--- src/rtl/lsu_mem_access_if.sv ---
// Bundle of the load/store request, response and data-memory port signals.
// The slave view belongs to the load/store unit; the master view to its environment.
interface lsu_mem_access_if #(
    parameter int BITS  = 64,
    parameter int IDX_W = 5
);
    // Both request and response move on a clk edge where valid and ready are high.
    // A valid holds its payload stable until that edge.
    logic              req_valid;
    logic              req_ready;
    logic              req_store;
    logic [2:0]        req_funct3;
    logic [IDX_W+2:0]  req_addr;
    logic [BITS-1:0]   req_wdata;
    logic              resp_valid;
    logic              resp_ready;
    logic [BITS-1:0]   resp_rdata;
    logic              resp_err;
    logic [IDX_W-1:0]  mem_endr;
    logic              mem_we;
    logic [BITS-1:0]   mem_din;
    logic [BITS-1:0]   mem_dout;

    modport slave (
        input  req_valid, req_store, req_funct3, req_addr, req_wdata,
        input  resp_ready, mem_dout,
        output req_ready, resp_valid, resp_rdata, resp_err,
        output mem_endr, mem_we, mem_din
    );

    modport master (
        output req_valid, req_store, req_funct3, req_addr, req_wdata,
        output resp_ready, mem_dout,
        input  req_ready, resp_valid, resp_rdata, resp_err,
        input  mem_endr, mem_we, mem_din
    );
endinterface

--- src/rtl/lsu_mem_access.sv ---
// Load/store unit driving a 64-bit word memory with no byte enables.
// Narrow stores are read-modify-write; loads return sign- or zero-extended lanes.
module lsu_mem_access #(
    parameter int BITS  = 64,
    parameter int IDX_W = 5
) (
    input  logic                clk,
    input  logic                rst_n,
    lsu_mem_access_if.slave     bus,
    output logic [1:0]          dbg_state
);

    typedef enum logic [1:0] {
        IDLE   = 2'd0,
        ACCESS = 2'd1,
        WRITE  = 2'd2,
        RESP   = 2'd3
    } state_t;

    state_t            state;

    logic              st_q;
    logic [2:0]        f3_q;
    logic [IDX_W+2:0]  addr_q;
    logic [BITS-1:0]   wdata_q;

    logic              resp_valid_q;
    logic [BITS-1:0]   resp_rdata_q;
    logic              resp_err_q;
    logic [IDX_W-1:0]  mem_endr_q;
    logic              mem_we_q;
    logic [BITS-1:0]   mem_din_q;

    logic              req_bad;
    logic              req_misaligned;
    logic              req_is_sd;
    logic [5:0]        lane_shift;
    logic [BITS-1:0]   lane;
    logic [BITS-1:0]   load_ext;
    logic [BITS-1:0]   size_mask;
    logic [BITS-1:0]   merged;

    // Request decode, evaluated against the live request in IDLE.
    always_comb begin
        req_misaligned = 1'b0;
        case (bus.req_funct3[1:0])
            2'b00:   req_misaligned = 1'b0;
            2'b01:   req_misaligned = bus.req_addr[0];
            2'b10:   req_misaligned = |bus.req_addr[1:0];
            default: req_misaligned = |bus.req_addr[2:0];
        endcase
        req_bad = req_misaligned
                | (bus.req_store & bus.req_funct3[2])
                | (~bus.req_store & (bus.req_funct3 == 3'b111));
        req_is_sd = bus.req_store & (bus.req_funct3[1:0] == 2'b11);
    end

    // Lane extraction for loads and byte-lane merge for narrow stores.
    always_comb begin
        lane_shift = {addr_q[2:0], 3'b000};
        lane       = bus.mem_dout >> lane_shift;
        load_ext   = '0;
        size_mask  = '0;
        case (f3_q[1:0])
            2'b00: begin
                load_ext  = f3_q[2] ? {56'd0, lane[7:0]} : {{56{lane[7]}}, lane[7:0]};
                size_mask = 64'h0000_0000_0000_00FF;
            end
            2'b01: begin
                load_ext  = f3_q[2] ? {48'd0, lane[15:0]} : {{48{lane[15]}}, lane[15:0]};
                size_mask = 64'h0000_0000_0000_FFFF;
            end
            2'b10: begin
                load_ext  = f3_q[2] ? {32'd0, lane[31:0]} : {{32{lane[31]}}, lane[31:0]};
                size_mask = 64'h0000_0000_FFFF_FFFF;
            end
            default: begin
                load_ext  = lane;
                size_mask = 64'hFFFF_FFFF_FFFF_FFFF;
            end
        endcase
        merged = (bus.mem_dout & ~(size_mask << lane_shift))
               | ((wdata_q << lane_shift) & (size_mask << lane_shift));
    end

    always_ff @(posedge clk or negedge rst_n) begin
        if (!rst_n) begin
            state        <= IDLE;
            st_q         <= 1'b0;
            f3_q         <= '0;
            addr_q       <= '0;
            wdata_q      <= '0;
            resp_valid_q <= 1'b0;
            resp_rdata_q <= '0;
            resp_err_q   <= 1'b0;
            mem_endr_q   <= '0;
            mem_we_q     <= 1'b0;
            mem_din_q    <= '0;
        end else begin
            case (state)
                IDLE: begin
                    if (bus.req_valid) begin
                        st_q    <= bus.req_store;
                        f3_q    <= bus.req_funct3;
                        addr_q  <= bus.req_addr;
                        wdata_q <= bus.req_wdata;
                        if (req_bad) begin
                            resp_err_q   <= 1'b1;
                            resp_rdata_q <= '0;
                            resp_valid_q <= 1'b1;
                            state        <= RESP;
                        end else if (req_is_sd) begin
                            // A full-word store needs no read, so it skips ACCESS.
                            mem_endr_q <= bus.req_addr[IDX_W+2:3];
                            mem_we_q   <= 1'b1;
                            mem_din_q  <= bus.req_wdata;
                            state      <= WRITE;
                        end else begin
                            mem_endr_q <= bus.req_addr[IDX_W+2:3];
                            state      <= ACCESS;
                        end
                    end
                end
                ACCESS: begin
                    if (st_q) begin
                        mem_we_q  <= 1'b1;
                        mem_din_q <= merged;
                        state     <= WRITE;
                    end else begin
                        mem_endr_q   <= '0;
                        resp_rdata_q <= load_ext;
                        resp_valid_q <= 1'b1;
                        state        <= RESP;
                    end
                end
                WRITE: begin
                    mem_we_q     <= 1'b0;
                    mem_endr_q   <= '0;
                    mem_din_q    <= '0;
                    resp_rdata_q <= '0;
                    resp_valid_q <= 1'b1;
                    state        <= RESP;
                end
                RESP: begin
                    if (bus.resp_ready) begin
                        resp_valid_q <= 1'b0;
                        resp_err_q   <= 1'b0;
                        resp_rdata_q <= '0;
                        state        <= IDLE;
                    end
                end
                default: state <= IDLE;
            endcase
        end
    end

    assign bus.req_ready  = (state == IDLE);
    assign bus.resp_valid = resp_valid_q;
    assign bus.resp_rdata = resp_rdata_q;
    assign bus.resp_err   = resp_err_q;
    assign bus.mem_endr   = mem_endr_q;
    assign bus.mem_we     = mem_we_q;
    assign bus.mem_din    = mem_din_q;
    assign dbg_state      = state;

endmodule

--- src/flat_wrapper.sv ---
// flat-port wrapper written by rule: the top's interface ports become plain ports
module lsu_mem_access_flat 
#(
    parameter int BITS  = 64,
    parameter int IDX_W = 5
)
  (clk, rst_n, dbg_state, bus_req_valid, bus_req_store, bus_req_funct3, bus_req_addr, bus_req_wdata, bus_resp_ready, bus_mem_dout, bus_req_ready, bus_resp_valid, bus_resp_rdata, bus_resp_err, bus_mem_endr, bus_mem_we, bus_mem_din);
  lsu_mem_access_if #(.BITS(BITS), .IDX_W(IDX_W)) bus_i ();
  input  logic clk;
  input  logic rst_n;
  output logic [1:0] dbg_state;
  input wire logic [$bits(bus_i.req_valid)-1:0] bus_req_valid;
  input wire logic [$bits(bus_i.req_store)-1:0] bus_req_store;
  input wire logic [$bits(bus_i.req_funct3)-1:0] bus_req_funct3;
  input wire logic [$bits(bus_i.req_addr)-1:0] bus_req_addr;
  input wire logic [$bits(bus_i.req_wdata)-1:0] bus_req_wdata;
  input wire logic [$bits(bus_i.resp_ready)-1:0] bus_resp_ready;
  input wire logic [$bits(bus_i.mem_dout)-1:0] bus_mem_dout;
  output wire logic [$bits(bus_i.req_ready)-1:0] bus_req_ready;
  output wire logic [$bits(bus_i.resp_valid)-1:0] bus_resp_valid;
  output wire logic [$bits(bus_i.resp_rdata)-1:0] bus_resp_rdata;
  output wire logic [$bits(bus_i.resp_err)-1:0] bus_resp_err;
  output wire logic [$bits(bus_i.mem_endr)-1:0] bus_mem_endr;
  output wire logic [$bits(bus_i.mem_we)-1:0] bus_mem_we;
  output wire logic [$bits(bus_i.mem_din)-1:0] bus_mem_din;
  assign bus_i.req_valid = bus_req_valid;
  assign bus_i.req_store = bus_req_store;
  assign bus_i.req_funct3 = bus_req_funct3;
  assign bus_i.req_addr = bus_req_addr;
  assign bus_i.req_wdata = bus_req_wdata;
  assign bus_i.resp_ready = bus_resp_ready;
  assign bus_i.mem_dout = bus_mem_dout;
  assign bus_req_ready = bus_i.req_ready;
  assign bus_resp_valid = bus_i.resp_valid;
  assign bus_resp_rdata = bus_i.resp_rdata;
  assign bus_resp_err = bus_i.resp_err;
  assign bus_mem_endr = bus_i.mem_endr;
  assign bus_mem_we = bus_i.mem_we;
  assign bus_mem_din = bus_i.mem_din;
  lsu_mem_access #(.BITS(BITS), .IDX_W(IDX_W)) u_core (.clk(clk), .rst_n(rst_n), .bus(bus_i), .dbg_state(dbg_state));
endmodule
--- config.mk ---
export PLATFORM = sky130hd
export DESIGN_NAME = lsu_mem_access_flat
export DESIGN_NICKNAME = d
export VERILOG_FILES = /design/src/rtl/lsu_mem_access_if.sv /design/src/rtl/lsu_mem_access.sv /design/src/flat_wrapper.sv
export SDC_FILE = /design/constraint.sdc
export NUM_CORES = 1
export LEC_CHECK = 0
export CORE_MARGIN = 2
export CORE_UTILIZATION = 47
export CTS_BUF_LIST = sky130_fd_sc_hd__clkbuf_2 sky130_fd_sc_hd__clkbuf_4 sky130_fd_sc_hd__clkbuf_8
export CTS_CLUSTER_SIZE = 16
export DETAILED_ROUTE_END_ITERATION = 8
export GPL_ROUTABILITY_DRIVEN = 0
export PLACE_DENSITY_LB_ADDON = 0.12
export SKIP_CTS_REPAIR_TIMING = 1
export SLEW_MARGIN = 10
export SYNTH_ARGS = -nofsm -noshare
export SYNTH_HDL_FRONTEND = slang
export SYNTH_SLANG_ARGS = --single-unit
--- constraint.sdc ---
create_clock -name clk -period 2 [get_ports clk]
set_input_delay 0.4 -clock clk [delete_from_list [all_inputs] [get_ports clk]]
set_output_delay 0.4 -clock clk [all_outputs]
set_load 0.01 [all_outputs]
==> qor.yml <==
status: "finished, violations left"
violations: "negative setup slack"
placed_cell_area_mm2: 0.0174
clk_pin_slew_ps: 60
crit_chain: "buf_4 > nor2b_1 > buf_4 > o2bb2ai_1 > nand2_1 > a311oi_1 > o22a_1"
drt_pass1_iterations: 8
p_leak_nw: 8.39
wl_mm: 52.1
utilization: 0.748
arrival_ps: 2750
synth_seq_cells: 209
grt_usage: 0.339
synth-edff-count: 0
cp_slowest_cell: "dfrtp_4"
vias: 13200
grt_pass1_wl_mm: 72.3
fin_ws_ps: -288
grt_pass1_vias: 12200
avgSynthCellArea_um2: 9.84
grt_max_degree: 57
met2WireLength_mm: 23.3
antenna_left: 0
power_frac_clock: 0.108
final_max_slew_viol_count: 0
internal_power_w: 0.0223
yosysUniqueCellTypes: 63
ys_async_sr_fraction: 1.00
wl_per_cell_um: 24.5
fill_cells: 1806
hold_viol: 0
synthesis.area_mm2: 0.0124
port_buffers: 282
rsz0062_at_grt: "true"
met1_length_mm: 20.7
ff_latch_area_mm2: 0.00524
synth_cells: 1259
cts_tree: "built"
irDropWorstVdd_v: 0.00120
ys_warn_count: 0
dieArea_mm2: 0.0277
path_class: "reg2reg"
timing.final.crit_share: 1.14
start_util: 0.477
worst_pin_slew_ps: 574
netlist.area_leader.share: 0.422
powerDensity_mw_per_mm2: 2030
yosysSeqAreaShare: 0.422
vias_per_cell: 6.20
synth_area_leader_cell: "dfrtp_1"
worst-path-max-fanout: 9
syn-num-nets: 1408
setup_violations: 100
io_pins: 283
crit_path_end_kind: "flop"
yosysMostFrequentCell: "dfrtp_1"
p_comb_frac: 0.684
hold_class: "in2reg"
pwr-share-seq: 0.208
antenna_found_initial: 2
skew_ps: 25.4
h-tree-depth: 2
max_freq_ghz: 0.437
required_ps: 2460
multi_input_area_mm2: 0.00731
r2r_slack_ps: -290
synth_flop_cell: "dfrtp_1"
synthTopCellsByCount: "209 x dfrtp_1, 152 x nand2_1, 105 x nor2_1"
dr_wl_met3_mm: 5.39
cp_slowest_stage_delay_ps: 530
cts_root_buf: "clkbuf_8"
rows: 59
start_kind: "flop"
nNetsFinal: 1917
slew-limit-headroom: 0.615
die_w_um: 166
drtIter0Drc: 1788
routed.top_layer: "met5"
dieHeight_um: 166
sw_frac_of_total: 0.436
route.detailed.drc: 0
design_area_mm2: 0.0194
yosys-top-cells-area: "dfrtp_1 42%, mux2_2 9.4%, mux2i_1 7.6%"
fin_crit_ps: 2290
layout-drive-gt1-share: 0.349
cts_inserted_buffers: 35
switchingPower_w: 0.0172
area_growth_pct: 57.0
hpwl_mm: 38.0
clock_latency_ps: 540
maxCapViolCount: 0
grt_overflow: 0
cts_buffer_depth: 3
crit_top_cell: "buf_4"
cts.sinks: 209
coreArea_mm2: 0.0260
## registers in the layout, summed over array words and instances, names as in the netlist
name / count
u_core.bus.mem_we: 1
u_core.f3_q: 3
u_core.bus.resp_rdata: 64
u_core.dbg_state: 2
u_core.addr_q: 3
u_core.st_q: 1
u_core.bus.resp_valid: 1
u_core.bus.resp_err: 1
u_core.bus.mem_din: 64
u_core.wdata_q: 64
u_core.bus.mem_endr: 5
## placed cells by master, fill, tap and decap left out, types with 20 or more instances in the layout
cell,instances
clkdlybuf4s50_1,277
buf_4,245
dfrtp_1,204
nand2_1,151
mux2_2,103
mux2i_1,87
nor2_1,84
clkbuf_8,47
a21oi_1,45
o21ai_1,40
o21ai_0,29
a22oi_1,29
a31oi_1,25
a211oi_1,23
nor2b_1,22
buf_12,20
## stage by stage
step                      setup TNS [ps]  total power (W)  hold WS (ps)  setup WS [ps]  instances
after floorplan                    -3.56           0.0197           104          -3.56       1259
after global placement            -55790           0.0297           416           -601       2036
after detailed placement          -61900           0.0302           419           -651       2036
after CTS                         -19760           0.0345          -144           -519       2097
after global routing              -16060           0.0412           263           -307       2128
final                              -8880           0.0395           264           -288       2128
## layout make-up
type	instances	area share
clock buffer	57	0.0368
antenna	1	0.000129
multi-input combinational	923	0.376
inverter	18	0.00367
tap	335	0.0216
timing repair buffer	581	0.288
sequential	209	0.270
clock inverter	4	0.00380
## kinds of logic (layout without fill, tap and decap cells)
family / Yosys count / count (layout) / share of synthesized area
and+or+nand+nor: 334 / 335 / 0.116
AOI/OAI and AO/OA: 369 / 369 / 0.208
muxes: 214 / 214 / 0.201
adders and majority gates: 5 / 5 / 0.00505
buffers and inverters: 128 / 660 / 0.0489
other: 0 / 1 / 0
DFF: 209 / 209 / 0.422
## per-layer routing
layer | track usage | up-vias
met5 | 0 | -
met2 | 0.524 | 884
met3 | 0.0758 | 204
met1 | 0.469 | 6415
li1 | - | 5680
met4 | 0.127 | 2
## worst paths after layout
kind / cells after the start / startpoint / to
worst max register to register: 7 / u_core.addr_q[0] / u_core.bus.mem_din[49]
worst min-delay path: 3 / bus_req_addr[2] / u_core.addr_q[2]
worst max-delay path: 7 / u_core.addr_q[0] / u_core.bus.mem_din[49]
max in group asynchronous: 3 / rst_n / u_core.dbg_state[1]
worst min register to register: 2 / u_core.bus.resp_rdata[48] / u_core.bus.resp_rdata[48]
min in group asynchronous: 2 / rst_n / u_core.bus.resp_rdata[32]
## worst max-delay path, delay by kind of cell, from the launching register on
| kind | cells | cell delay, ps |
|---|---|---|
| buffers and inverters | 2 | 440 |
| DFF | 1 | 530 |
| and+or+nand+nor | 2 | 390 |
| AOI/OAI and AO/OA | 3 | 870 |
## power by group through the flow
stage	logic, W	clock network, W	registers [W]
CTS	0.0222	0.00431	0.00802
detailed placement	0.0221	0	0.00807
global placement	0.0217	0	0.00801
global route	0.0283	0.00450	0.00836
floorplan	0.0117	0	0.00806
finish	0.0270	0.00428	0.00820
(Power assumes the default switching activity.)
